`src/rtl/irq_arbiter.sv`:
```
// irq_arbiter: edge-latched, maskable interrupt scheduler for the core.
// Register-mapped ENABLE/PENDING/MODE/STATUS with a req/ack/eoi handshake.
//
// Ports
//   clk          system clock, rising edge
//   rst_n        asynchronous active-low reset
//   src_irq_i    source irq lines (0=tim, 1=uart_tx, 2=uart_rx, 3=fft)
//   reg_we_i     register write strobe, one cycle
//   reg_addr_i   register byte address
//   reg_wdata_i  register write data
//   reg_rdata_o  register read data, combinational from reg_addr_i
//   irq_o        registered interrupt request to the core
//   irq_id_o     id of the requested / in-service source (0 when idle)
//   irq_ack_i    core accepts the request, one cycle
//   irq_eoi_i    core finished the handler, one cycle
module irq_arbiter #(
    parameter int unsigned NUM_SRC   = 4,
    parameter int unsigned ID_W      = 2,
    parameter logic [31:0] BASE_ADDR = 32'h4000_0100
) (
    input  logic               clk,
    input  logic               rst_n,
    input  logic [NUM_SRC-1:0] src_irq_i,
    input  logic               reg_we_i,
    input  logic [31:0]        reg_addr_i,
    input  logic [31:0]        reg_wdata_i,
    output logic [31:0]        reg_rdata_o,
    output logic               irq_o,
    output logic [ID_W-1:0]    irq_id_o,
    input  logic               irq_ack_i,
    input  logic               irq_eoi_i
);

    typedef enum logic [1:0] {
        ST_IDLE    = 2'd0,
        ST_REQ     = 2'd1,
        ST_SERVICE = 2'd2
    } state_e;

    state_e             state_q, state_d;
    logic [NUM_SRC-1:0] src_q;
    logic [NUM_SRC-1:0] pending_q, pending_d;
    logic [NUM_SRC-1:0] enable_q;
    logic               mode_q;
    logic [ID_W-1:0]    rr_q, rr_d;
    logic [ID_W-1:0]    id_q, id_d;

    logic [NUM_SRC-1:0] rise;
    logic [NUM_SRC-1:0] cand;
    logic [NUM_SRC-1:0] clr;
    logic [ID_W-1:0]    win_fix;
    logic [ID_W-1:0]    win_rr;
    logic [ID_W-1:0]    winner;
    logic               rr_found;
    int                 rr_idx;

    logic sel_en;
    logic sel_pend;
    logic sel_mode;
    logic sel_stat;

    // Only the low bits of the write data are architected.
    logic unused_wdata;
    assign unused_wdata = ^reg_wdata_i;

    assign sel_en   = (reg_addr_i == BASE_ADDR);
    assign sel_pend = (reg_addr_i == BASE_ADDR + 32'h4);
    assign sel_mode = (reg_addr_i == BASE_ADDR + 32'h8);
    assign sel_stat = (reg_addr_i == BASE_ADDR + 32'hC);

    // A source held high across reset counts as an edge because src_q
    // comes out of reset at zero.
    assign rise = src_irq_i & ~src_q;
    assign cand = pending_q & enable_q;

    // Fixed priority: lowest index wins, so scan downward and let the
    // last hit overwrite.
    always_comb begin
        win_fix = '0;
        for (int i = int'(NUM_SRC) - 1; i >= 0; i--) begin
            if (cand[i]) begin
                win_fix = ID_W'(i);
            end
        end
    end

    // Round-robin: first candidate at or above rr_q, wrapping to 0.
    always_comb begin
        win_rr   = '0;
        rr_found = 1'b0;
        rr_idx   = 0;
        for (int k = 0; k < int'(NUM_SRC); k++) begin
            rr_idx = int'(rr_q) + k;
            if (rr_idx >= int'(NUM_SRC)) begin
                rr_idx = rr_idx - int'(NUM_SRC);
            end
            if (!rr_found && cand[rr_idx]) begin
                rr_found = 1'b1;
                win_rr   = ID_W'(rr_idx);
            end
        end
    end

    assign winner = mode_q ? win_rr : win_fix;

    // Next state. Clears are collected in clr and applied before the
    // rising-edge set, so a new edge always survives a same-cycle clear.
    always_comb begin
        state_d = state_q;
        id_d    = id_q;
        rr_d    = rr_q;
        clr     = '0;
        if (reg_we_i && sel_pend) begin
            clr = reg_wdata_i[NUM_SRC-1:0];
        end
        unique case (state_q)
            ST_IDLE: begin
                if (|cand) begin
                    state_d = ST_REQ;
                    id_d    = winner;
                end
            end
            ST_REQ: begin
                if (irq_ack_i) begin
                    clr[id_q] = 1'b1;
                    if (id_q == ID_W'(NUM_SRC - 1)) begin
                        rr_d = '0;
                    end else begin
                        rr_d = id_q + 1'b1;
                    end
                    state_d = ST_SERVICE;
                end else if (!(pending_q[id_q] && enable_q[id_q])) begin
                    // Software cleared or masked the request: withdraw.
                    state_d = ST_IDLE;
                    id_d    = '0;
                end
            end
            ST_SERVICE: begin
                if (irq_eoi_i) begin
                    state_d = ST_IDLE;
                    id_d    = '0;
                end
            end
            default: begin
                state_d = ST_IDLE;
                id_d    = '0;
            end
        endcase
        pending_d = (pending_q & ~clr) | rise;
    end

    always_ff @(posedge clk or negedge rst_n) begin
        if (!rst_n) begin
            state_q   <= ST_IDLE;
            src_q     <= '0;
            pending_q <= '0;
            enable_q  <= '0;
            mode_q    <= 1'b0;
            rr_q      <= '0;
            id_q      <= '0;
        end else begin
            state_q   <= state_d;
            src_q     <= src_irq_i;
            pending_q <= pending_d;
            rr_q      <= rr_d;
            id_q      <= id_d;
            if (reg_we_i && sel_en) begin
                enable_q <= reg_wdata_i[NUM_SRC-1:0];
            end
            if (reg_we_i && sel_mode) begin
                mode_q <= reg_wdata_i[0];
            end
        end
    end

    assign irq_o    = (state_q == ST_REQ);
    assign irq_id_o = id_q;

    always_comb begin
        reg_rdata_o = '0;
        unique case (1'b1)
            sel_en: begin
                reg_rdata_o[NUM_SRC-1:0] = enable_q;
            end
            sel_pend: begin
                reg_rdata_o[NUM_SRC-1:0] = pending_q;
            end
            sel_mode: begin
                reg_rdata_o[0] = mode_q;
            end
            sel_stat: begin
                reg_rdata_o[ID_W-1:0] = id_q;
                reg_rdata_o[8]        = (state_q == ST_REQ);
                reg_rdata_o[9]        = (state_q == ST_SERVICE);
            end
            default: begin
                reg_rdata_o = '0;
            end
        endcase
    end

endmodule

```
`config.mk`:
```
export PLATFORM = sky130hd
export DESIGN_NAME = irq_arbiter
export DESIGN_NICKNAME = d
export VERILOG_FILES = /design/src/rtl/irq_arbiter.sv
export SDC_FILE = /design/constraint.sdc
export NUM_CORES = 1
export LEC_CHECK = 0
export BUFFER_PORTS_ARGS = -buffer_cell sky130_fd_sc_hd__buf_2
export CAP_MARGIN = 20
export CORE_MARGIN = 4
export CORE_UTILIZATION = 42
export CTS_CLUSTER_DIAMETER = 80
export DETAILED_ROUTE_END_ITERATION = 8
export PLACE_DENSITY = 0.81
export SLEW_MARGIN = 20
export SYNTH_ARGS = -nofsm -noshare
export SYNTH_HDL_FRONTEND = slang
export SYNTH_SLANG_ARGS = --single-unit
```
`constraint.sdc`:
```
create_clock -name clk -period 1.95 [get_ports clk]
set_input_delay 0.0975 -clock clk [delete_from_list [all_inputs] [get_ports clk]]
set_output_delay 0.0975 -clock clk [all_outputs]
set_load 0.01 [all_outputs]
```
==> results of run 1 <==
-- repair_timing --
| action | 4_1_cts | 5_1_grt |
|---|---|---|
| hold endpoints to repair | 23 | 0 |
| gates resized for setup | 0 | 0 |
| hold buffers | 5 | 0 |
-- where the power goes --
group          switching [W]  internal, W  leakage (nW)
sequential        0.00000289     0.000400         0.234
clock               0.000147     0.000145        0.0217
combinational      0.0000882    0.0000647         0.704
total               0.000238     0.000609         0.960
-- area by class of cell --
type	count	share of cell area
clock buffer	3	0.0212
clock inverter	1	0.00385
inverter	3	0.00578
multi-input combinational	134	0.496
sequential	19	0.244
tap	46	0.0295
timing repair buffer	68	0.200
-- routing by layer --
metal	wire, µm	global-route usage
met1	1560	0.198
met2	1860	0.293
met3	434	0.0340
met4	73	0.0633
met5	0	0
-- registers in the layout (all words and copies together) (netlist names) --
| name | flops |
|---|---|
| irq_id_o | 2 |
| enable_q | 4 |
| src_q | 4 |
| mode_q | 1 |
| state_q | 2 |
| pending_q | 4 |
| rr_q | 2 |
-- placed cells by master, fill, tap and decap left out, types with 2 or more instances in the layout --
cell type and instances:
sky130_fd_sc_hd__nand2b_1 6, sky130_fd_sc_hd__mux2_4 4, sky130_fd_sc_hd__o21ai_0 5, sky130_fd_sc_hd__conb_1 26, sky130_fd_sc_hd__a21oi_1 3, sky130_fd_sc_hd__inv_1 3, sky130_fd_sc_hd__and2_1 6, sky130_fd_sc_hd__and3_1 5
sky130_fd_sc_hd__a22oi_1 4, sky130_fd_sc_hd__nand3b_1 2, sky130_fd_sc_hd__nor4_4 4, sky130_fd_sc_hd__clkbuf_8 3, sky130_fd_sc_hd__dlygate4sd3_1 5, sky130_fd_sc_hd__ha_1 4, sky130_fd_sc_hd__nand2_1 18, sky130_fd_sc_hd__nor4_1 7
sky130_fd_sc_hd__buf_2 53, sky130_fd_sc_hd__nand4_1 3, sky130_fd_sc_hd__mux4_2 2, sky130_fd_sc_hd__dfrtp_1 19, sky130_fd_sc_hd__a22o_1 2, sky130_fd_sc_hd__nor3_1 3, sky130_fd_sc_hd__nor2_1 5, sky130_fd_sc_hd__buf_4 10
sky130_fd_sc_hd__mux2i_1 3
-- cell families after synthesis --
kind of cell,after synthesis
DFF,19
muxes,10
AOI/OAI and AO/OA,25
other,1
and+or+nand+nor,69
adders and majority gates,4
buffers and inverters,31
-- worst reg2reg max path, cell delays in order, from the launching register on --
cell,delay (ns)
sky130_fd_sc_hd__dfrtp_1,0.38
sky130_fd_sc_hd__and2_1,0.21
sky130_fd_sc_hd__mux4_2,0.48
sky130_fd_sc_hd__a211oi_1,0.37
sky130_fd_sc_hd__o221ai_1,0.20
-- metrics by stage --
| stage | instance area, µm² | instances | utilization |
|---|---|---|---|
| floorplan | 1660 | 184 | - |
| global placement | 1850 | 265 | 0.534 |
| detailed placement | 1850 | 265 | 0.534 |
| CTS | 1950 | 274 | 0.562 |
| global route | 1950 | 274 | 0.562 |
| finish | 1950 | 274 | 0.562 |
-- path summary, 6_finish.rpt --
| path | from | endpoint | slack (ns) | cells after the start |
|---|---|---|---|---|
| min in group asynchronous | rst_n | irq_id_o[1] | 0.30 | 2 |
| worst max register to register | enable_q[3] | irq_id_o[1] | 0.16 | 4 |
| worst max-delay path | enable_q[3] | irq_id_o[1] | 0.16 | 4 |
| worst min-delay path | irq_ack_i | state_q[0] | 0.06 | 2 |
| worst min register to register | src_q[3] | pending_q[3] | 0.55 | 2 |
| max in group asynchronous | rst_n | state_q[0] | 1.35 | 2 |
==> results.json, run 1 <==
{
  "outcome": "finished, final reports clean",
  "max-clock-path-buffers": 2,
  "vias_per_cell": 5.14,
  "hp-class": "in2reg",
  "cts_htree_levels": 1,
  "ys_top_cells_by_count": "sky130_fd_sc_hd__buf_4, sky130_fd_sc_hd__dfrtp_1, sky130_fd_sc_hd__nand2_1",
  "cp.arrival_ns": 1.91,
  "grt_first_pass_wirelength_um": 5850,
  "rows": 21,
  "die_w_um": 69.0,
  "period_minus_slack_ns": 1.79,
  "ios": 108,
  "place_congestion": 0.969,
  "vdd_ir_drop_max_v": 0.000535,
  "grt_pass1_vias": 1329,
  "antennaDiodeCount": 0,
  "layout-area-overhead-vs-synth_pct": 24.8,
  "io_buffers": 53,
  "final_min_period_over_clock_period": 0.920,
  "synth_top_family_by_area": "simple AND/OR/NAND/NOR gates",
  "critical-path-max-stage-delay_ns": 0.48,
  "synth_compound_gate_area_share": 0.114,
  "syn_area_per_cell_um2": 9.82,
  "worst_slew_pin_slew_ns": 0.613,
  "regArea_um2": 475,
  "fmax_mhz": 557,
  "maxSlewHeadroom": 0.588,
  "insertion_delay_ns": 0.26,
  "synth_ff_type": "sky130_fd_sc_hd__dfrtp_1",
  "synth.most_common_cell": "sky130_fd_sc_hd__buf_4",
  "synth.mux.area_fraction": 0.0938,
  "synth_top_area_share": 0.304,
  "critPathLaunchType": "register",
  "timing.critical_path.cells": "and2_1 > mux4_2 > a211oi_1 > o221ai_1",
  "ys_ff_latch": 19,
  "worst_path_dominant_cell_family": "compound AO/OA/AOI/OAI gates",
  "tritoncts": "done",
  "die_height_um": 69.0,
  "synth_async_sr_flop_share": 1.00,
  "setup_total_negative_slack_ns": 0,
  "ys_top_cells_by_area": "sky130_fd_sc_hd__dfrtp_1, sky130_fd_sc_hd__buf_4, sky130_fd_sc_hd__nor4_4, sky130_fd_sc_hd__nand2_1, sky130_fd_sc_hd__mux2_4",
  "synthAdderAreaFrac": 0.0321,
  "clkSlewWorstSetupHoldPaths_ns": 0.08,
  "setup_slack_placement_ns": 0.210,
  "drv_slew": 0,
  "total_iterations_of_the_first_detailed_routing_run": 4,
  "starting_density": 0.450,
  "grt_antenna_before_repair": 0,
  "drtAntennaViolNets": 0,
  "root_driver": "sky130_fd_sc_hd__clkbuf_8",
  "remaining_drc_errors": 0,
  "cts_setup_buffers": 0,
  "maxCapViolCount": 0,
  "cts-buffers-inserted": 3,
  "avgRoutedWirePerCell_um": 14.3,
  "die_area_um2": 4760,
  "route.final.wire_length_um": 3920,
  "core_area_um2": 3470,
  "post_synth_and_or_nand_nor_area_fraction": 0.317,
  "setup_ws_ns": 0.156,
  "yosys.area_share.xor_xnor": 0,
  "ys_warn_count": 0,
  "synth.cell_area_um2": 1560,
  "layout.filler_cells": 314,
  "fin_worst_hold_slack_ns": 0.0574,
  "via_count": 1408,
  "tritoncts_num_sinks": 19,
  "grt_setup_unrepaired": "no",
  "synthesis.instances": 159,
  "finish.net_count": 306,
  "first_iter_violations": 56,
  "timing.final.setup_violations": 0,
  "synth_seq_area_share": 0.304,
  "synth_edf_count": 0,
  "overall_global_routing_usage": 0.167,
  "power_density_nw_per_um2": 435,
  "power.total_w": 0.000848,
  "critPathRequiredTime_ns": 2.07,
  "cp-end-kind": "register",
  "timing.clock.skew_ns": 0.00418,
  "leakage_nw": 0.960,
  "final_report_hold_violation_count": 0,
  "crit_path_max_fanout": 4,
  "dp_hpwl_um": 3230,
  "multiInputGateArea_um2": 966,
  "critPathKind": "reg2reg",
  "synth_cell_types": 45,
  "critical_path.slowest_cell": "sky130_fd_sc_hd__mux4_2",
  "worst_path_buf_inv": 0,
  "final_layout_size_suffix_gt1_frac": 0.368,
  "netlist.top_cell.by_area": "sky130_fd_sc_hd__dfrtp_1",
  "grt_remaining_overflow": 0,
  "grt_start_max_net_pins": 20
}
Power figures use the tool's default switching activity.
==> inputs of run 2 (changes only) <==
- CORE_UTILIZATION: 42 -> 30
- GPL_TIMING_DRIVEN: unset -> 0
- PLACE_DENSITY: 0.81 -> unset
- clock period: 1.95 -> 2.2 ns (I/O delays scaled with it)
==> run 2 against run 1 <==
  * Global-route usage decreased by 4.5 points
  * Power decreased by 9.5%
  * Highest routed layer unchanged
  * Combinational power increased by 8%
  * Sequential power shrank 11%
  * Critical endpoint unchanged
==> results.json, run 2 (synthesis results as in run 1) <==
{
  "worst_path_buf_inv": 1,
  "reg2reg_setup_slack_ns": 0.28,
  "overall_global_routing_usage": 0.121,
  "worst_slew_pin_slew_ns": 0.604,
  "total_iterations_of_the_first_detailed_routing_run": 4,
  "die_area_um2": 6420,
  "power_density_nw_per_um2": 367,
  "final_core_utilization": 0.428,
  "root_driver": "sky130_fd_sc_hd__clkbuf_8",
  "timing.clock.skew_ns": 0.00557,
  "max-clock-path-buffers": 2,
  "setup_slack_placement_ns": 0.297,
  "die_w_um": 80.1,
  "final_cell_mix": "sky130_fd_sc_hd__buf_2, sky130_fd_sc_hd__buf_4, sky130_fd_sc_hd__conb_1, sky130_fd_sc_hd__dfrtp_1, sky130_fd_sc_hd__nand2_1",
  "critical-path-max-stage-delay_ns": 0.54,
  "outcome": "finished, final reports clean",
  "mostFrequentLayoutCell": "sky130_fd_sc_hd__buf_2",
  "hp-class": "in2reg",
  "dp_hpwl_um": 3310,
  "setup_total_negative_slack_ns": 0,
  "antennaDiodeCount": 0,
  "grt_antenna_before_repair": 0,
  "remaining_drc_errors": 0,
  "final_report_hold_violation_count": 0,
  "critical_path.slowest_cell": "sky130_fd_sc_hd__mux4_2",
  "pwr-share-clk": 0.316,
  "critPathLaunchType": "register",
  "power_switching_w": 0.000200,
  "p_comb_frac": 0.215,
  "vias_per_cell": 4.65,
  "cts_resized": 0,
  "first_iter_violations": 62,
  "worst_path_dominant_cell_family": "compound AO/OA/AOI/OAI gates",
  "rows": 25,
  "worstRegToRegCells": 4,
  "finish.net_count": 322,
  "grt_remaining_overflow": 0,
  "timing.critical_path.cells": "inv_1 > mux4_2 > a211oi_1 > o221ai_1",
  "grt_pass1_vias": 1380,
  "largest_registers": "enable_q x4, pending_q x4, src_q x4",
  "final_min_period_over_clock_period": 0.873,
  "route.final.wire_length_um": 3990,
  "place_congestion": 0.798,
  "layout.filler_cells": 497,
  "critPathKind": "reg2reg",
  "worstSetupPathDepth": 4,
  "fmax_mhz": 521,
  "cts-buffers-inserted": 3,
  "setup_ws_ns": 0.280,
  "tritoncts_num_sinks": 19,
  "period_minus_slack_ns": 1.92,
  "crit_path_max_fanout": 6,
  "core_area_um2": 4880,
  "cts_htree_levels": 1,
  "via_count": 1446,
  "grt_setup_unrepaired": "no",
  "power_switching_share": 0.261,
  "avgRoutedWirePerCell_um": 12.8,
  "insertion_delay_ns": 0.25,
  "starting_density": 0.320,
  "maxCapViolCount": 0,
  "power.sequential.fraction": 0.469,
  "drtAntennaViolNets": 0,
  "cp-end-kind": "register",
  "layout-area-overhead-vs-synth_pct": 33.8,
  "tritoncts": "done",
  "leakage_nw": 1.05,
  "grt_start_max_net_pins": 20,
  "die_height_um": 80.1,
  "critPathRequiredTime_ns": 2.31,
  "cp.arrival_ns": 2.03,
  "ios": 108,
  "internal_power_w": 0.000567,
  "grt_first_pass_wirelength_um": 6250,
  "drv_slew": 0,
  "timing.final.setup_violations": 0,
  "hold-path-cell-count": 2,
  "final_layout_size_suffix_gt1_frac": 0.398,
  "io_buffers": 51,
  "clkSlewWorstSetupHoldPaths_ns": 0.07,
  "maxSlewHeadroom": 0.594,
  "power.total_w": 0.000767,
  "vdd_ir_drop_max_v": 0.000329
}
==> run 2: changes by cell type in the layout (fill, tap and decap cells not counted), sizes merged <==
cell / previous run / this run
buf: 63 / 77
clkbuf: 3 / 6
clkinvlp: 1 / 0
==> run 2: through the flow <==
step                      hold WS [ns]  instance area (µm²)  std cells
after floorplan                 -0.186                 1660        184
after global placement          0.0870                 1990        302
after detailed placement        0.0845                 1990        302
after CTS                       0.0701                 2090        311
after global routing            0.0654                 2090        311
final                           0.0727                 2090        311
==> run 2: cell type report <==
type | instances | area (µm²) | area share
sequential | 19 | 475 | 0.228
clock buffer | 4 | 45.0 | 0.0216
timing repair buffer | 56 | 305 | 0.146
inverter | 3 | 11.3 | 0.00539
buffer | 28 | 203 | 0.0970
multi-input combinational | 134 | 966 | 0.462
tap | 67 | 83.8 | 0.0401
==> run 2: what timing repair did <==
action | 4_1_cts | 5_1_grt
hold buffers | 5 | 0
endpoints found under the hold margin | 23 | 0
setup endpoints to repair | 0 | 0
setup buffers | 0 | 0
==> run 2: layer usage <==
| metal | wire (µm) | global-route usage | vias to the layer above |
|---|---|---|---|
| li1 | - | - | 710 |
| met1 | 1710 | 0.154 | 649 |
| met2 | 1780 | 0.204 | 83 |
| met3 | 463 | 0.0314 | 4 |
| met4 | 36 | 0.0321 | 0 |
| met5 | 0 | 0 | - |
==> run 2: worst paths after layout <==
kind	start	end
min in group asynchronous	rst_n	irq_id_o[1]
max in group asynchronous	rst_n	src_q[1]
min	irq_ack_i	state_q[0]
max	irq_id_o[0]	irq_id_o[1]
min reg2reg	src_q[3]	pending_q[3]
max reg2reg	irq_id_o[0]	irq_id_o[1]
==> run 2: worst register-to-register path, cell delays in order (launching register included) <==
cell and delay (ns):
sky130_fd_sc_hd__dfrtp_1 0.48, sky130_fd_sc_hd__inv_1 0.21, sky130_fd_sc_hd__mux4_2 0.54, sky130_fd_sc_hd__a211oi_1 0.36, sky130_fd_sc_hd__o221ai_1 0.19
==> run 2: power groups by stage <==
| stage | clock (W) | sequential [W] | combinational (W) |
|---|---|---|---|
| 2_1_floorplan | 0 | 0.000366 | 0.0000891 |
| 3_3_place_gp | 0 | 0.000366 | 0.000156 |
| 3_5_place_dp | 0 | 0.000367 | 0.000157 |
| 4_1_cts | 0.000253 | 0.000360 | 0.000165 |
| 5_1_grt | 0.000271 | 0.000360 | 0.000183 |
| 6_report | 0.000242 | 0.000360 | 0.000165 |
==> inputs of run 3 (changes only) <==
- BUFFER_PORTS_ARGS: -buffer_cell sky130_fd_sc_hd__buf_2 -> unset
- CORE_UTILIZATION: 30 -> 60
- DONT_BUFFER_PORTS: unset -> 1
- PLACE_DENSITY: unset -> 0.76
- RECOVER_POWER: unset -> 100
==> run 3 against run 2 <==
  * Register-to-register slack got worse by 0.03 ns
  * Wire length decreased by 2.9%
  * Global-route usage is 11 points higher
  * Largest power group unchanged
  * Count of clock-buffer cells in the layout shrank 1
  * Worst hold slack worse by 0.051 ns
  * Non-clock buffer count decreased by 43
  * Critical path type unchanged
==> results.json, run 3 (synthesis results as in run 1) <==
{
  "power_switching_w": 0.000180,
  "vdd_ir_drop_max_v": 0.000435,
  "leakage_nw": 0.839,
  "fin_worst_hold_slack_ns": 0.0219,
  "critPathLaunchType": "register",
  "critical-path-max-stage-delay_ns": 0.53,
  "finish.net_count": 279,
  "grt_first_pass_wirelength_um": 6070,
  "power_switching_share": 0.269,
  "core_area_um2": 2480,
  "critPathKind": "reg2reg",
  "critical_hold_path_startpoint": "reg_wdata_i[3]",
  "internal_power_w": 0.000490,
  "die_area_um2": 3480,
  "cell_total_after_placement": 214,
  "layout.filler_cells": 185,
  "remaining_drc_errors": 0,
  "ios": 108,
  "layout-area-overhead-vs-synth_pct": 16.2,
  "worstRegToRegCells": 4,
  "worst_path_dominant_cell_family": "compound AO/OA/AOI/OAI gates",
  "grt_antenna_before_repair": 0,
  "reg2reg_setup_slack_ns": 0.25,
  "regToRegStartpoint": "irq_id_o[0]",
  "critPathLaunch": "irq_id_o[0]",
  "maxSlewHeadroom": 0.430,
  "fmax_mhz": 514,
  "worst_r2r_endpoint": "irq_id_o[1]",
  "avgRoutedWirePerCell_um": 16.8,
  "final_core_utilization": 0.732,
  "dp_hpwl_um": 3040,
  "critPathRequiredTime_ns": 2.38,
  "root_driver": "sky130_fd_sc_hd__clkbuf_4",
  "die_w_um": 59.0,
  "period_minus_slack_ns": 1.95,
  "max-clock-path-buffers": 2,
  "grt_remaining_overflow": 0,
  "worst_setup_path_endpoint": "irq_id_o[1]",
  "fin_cells": 231,
  "total_iterations_of_the_first_detailed_routing_run": 4,
  "maxCapViolCount": 0,
  "timing.final.setup_violations": 0,
  "cp.arrival_ns": 2.12,
  "power.sequential.fraction": 0.540,
  "tritoncts_num_sinks": 19,
  "route.final.wire_length_um": 3870,
  "grt_pass1_vias": 1309,
  "cts_resized": 0,
  "pwr-share-clk": 0.277,
  "rows": 18,
  "critical_path.slowest_cell": "sky130_fd_sc_hd__mux4_2",
  "clkSlewWorstSetupHoldPaths_ns": 0.11,
  "worst_path_buf_inv": 1,
  "timing.clock.skew_ns": 0.000847,
  "tritoncts": "done",
  "drv_slew": 0,
  "cts-buffers-inserted": 3,
  "power_density_nw_per_um2": 369,
  "first_iter_violations": 113,
  "cts_htree_levels": 1,
  "vias_per_cell": 5.52,
  "timing.critical_path.cells": "inv_1 > mux4_2 > a211oi_1 > o221ai_1",
  "worst_slew_pin_slew_ns": 0.853,
  "cp-end-kind": "register",
  "hp-class": "in2reg",
  "outcome": "finished, final reports clean",
  "worstSetupPathDepth": 4,
  "drtAntennaViolNets": 0,
  "grt_start_max_net_pins": 20,
  "die_height_um": 59.0,
  "final_report_hold_violation_count": 0,
  "io_buffers": 0,
  "p_comb_frac": 0.184,
  "starting_density": 0.630,
  "overall_global_routing_usage": 0.231,
  "antennaDiodeCount": 0,
  "setup_total_negative_slack_ns": 0,
  "grt_setup_unrepaired": "no",
  "final_layout_size_suffix_gt1_frac": 0.224,
  "insertion_delay_ns": 0.31,
  "largest_registers": "enable_q x4, pending_q x4, src_q x4",
  "final_cell_mix": "sky130_fd_sc_hd__buf_4, sky130_fd_sc_hd__conb_1, sky130_fd_sc_hd__dfrtp_1, sky130_fd_sc_hd__nand2_1, sky130_fd_sc_hd__dlygate4sd3_1",
  "place_congestion": 0.880,
  "final_min_period_over_clock_period": 0.884,
  "via_count": 1276,
  "crit_path_max_fanout": 6
}
==> run 3: area by class of cell <==
type | count | area, µm² | share of cell area
multi-input cells | 134 | 927 | 0.511
clock inverters | 1 | 7.51 | 0.00414
repair buffers | 13 | 130 | 0.0717
well taps | 30 | 37.5 | 0.0207
clock buffers | 3 | 22.5 | 0.0124
flip-flops and latches | 19 | 475 | 0.262
plain buffers | 28 | 203 | 0.112
inverters | 3 | 11.3 | 0.00621
==> run 3: repair_timing <==
action | 4_1_cts | 5_1_grt
setup endpoints to repair | 0 | 0
setup buffers | 0 | 0
hold buffers | 11 | 2
endpoints found under the hold margin | 34 | 2
==> run 3: power groups by stage <==
| stage | Sequential, W | Combinational [W] | Clock, W |
|---|---|---|---|
| 2_1_floorplan | 0.000366 | 0.0000891 | 0 |
| 3_3_place_gp | 0.000368 | 0.0000940 | 0 |
| 3_5_place_dp | 0.000368 | 0.0000951 | 0 |
| 4_1_cts | 0.000361 | 0.000119 | 0.000188 |
| 5_1_grt | 0.000362 | 0.000136 | 0.000204 |
| 6_report | 0.000361 | 0.000123 | 0.000185 |
==> run 3: per-layer routing <==
layer  share of wire  wire (µm)  vias up  global-route usage
li1                -          -      621                   -
met1            0.38       1460      585               0.268
met5               0          0        -                   0
met4           0.012         46        0              0.0453
met2            0.52       2010       63               0.413
met3           0.092        357        7              0.0784
==> run 3: metrics by stage <==
step | area [µm²] | worst slack [ns] | power [W]
after floorplan | 1660 | 0.533 | 0.000455
after CTS | 1830 | 0.284 | 0.000668
final | 1810 | 0.255 | 0.000669
after global routing | 1810 | 0.182 | 0.000703
after detailed placement | 1690 | 0.304 | 0.000463
after global placement | 1690 | 0.315 | 0.000462
==> run 3: worst min path at each step <==
stage / to / slack [ns] / cells past startpoint
floorplan: enable_q[0] / -0.19 / 0
global placement: state_q[1] / -0.19 / 0
detailed placement: irq_id_o[0] / -0.19 / 0
CTS: pending_q[1] / 0.002 / 2
global route: pending_q[3] / 0.008 / 2
finish: pending_q[3] / 0.02 / 2
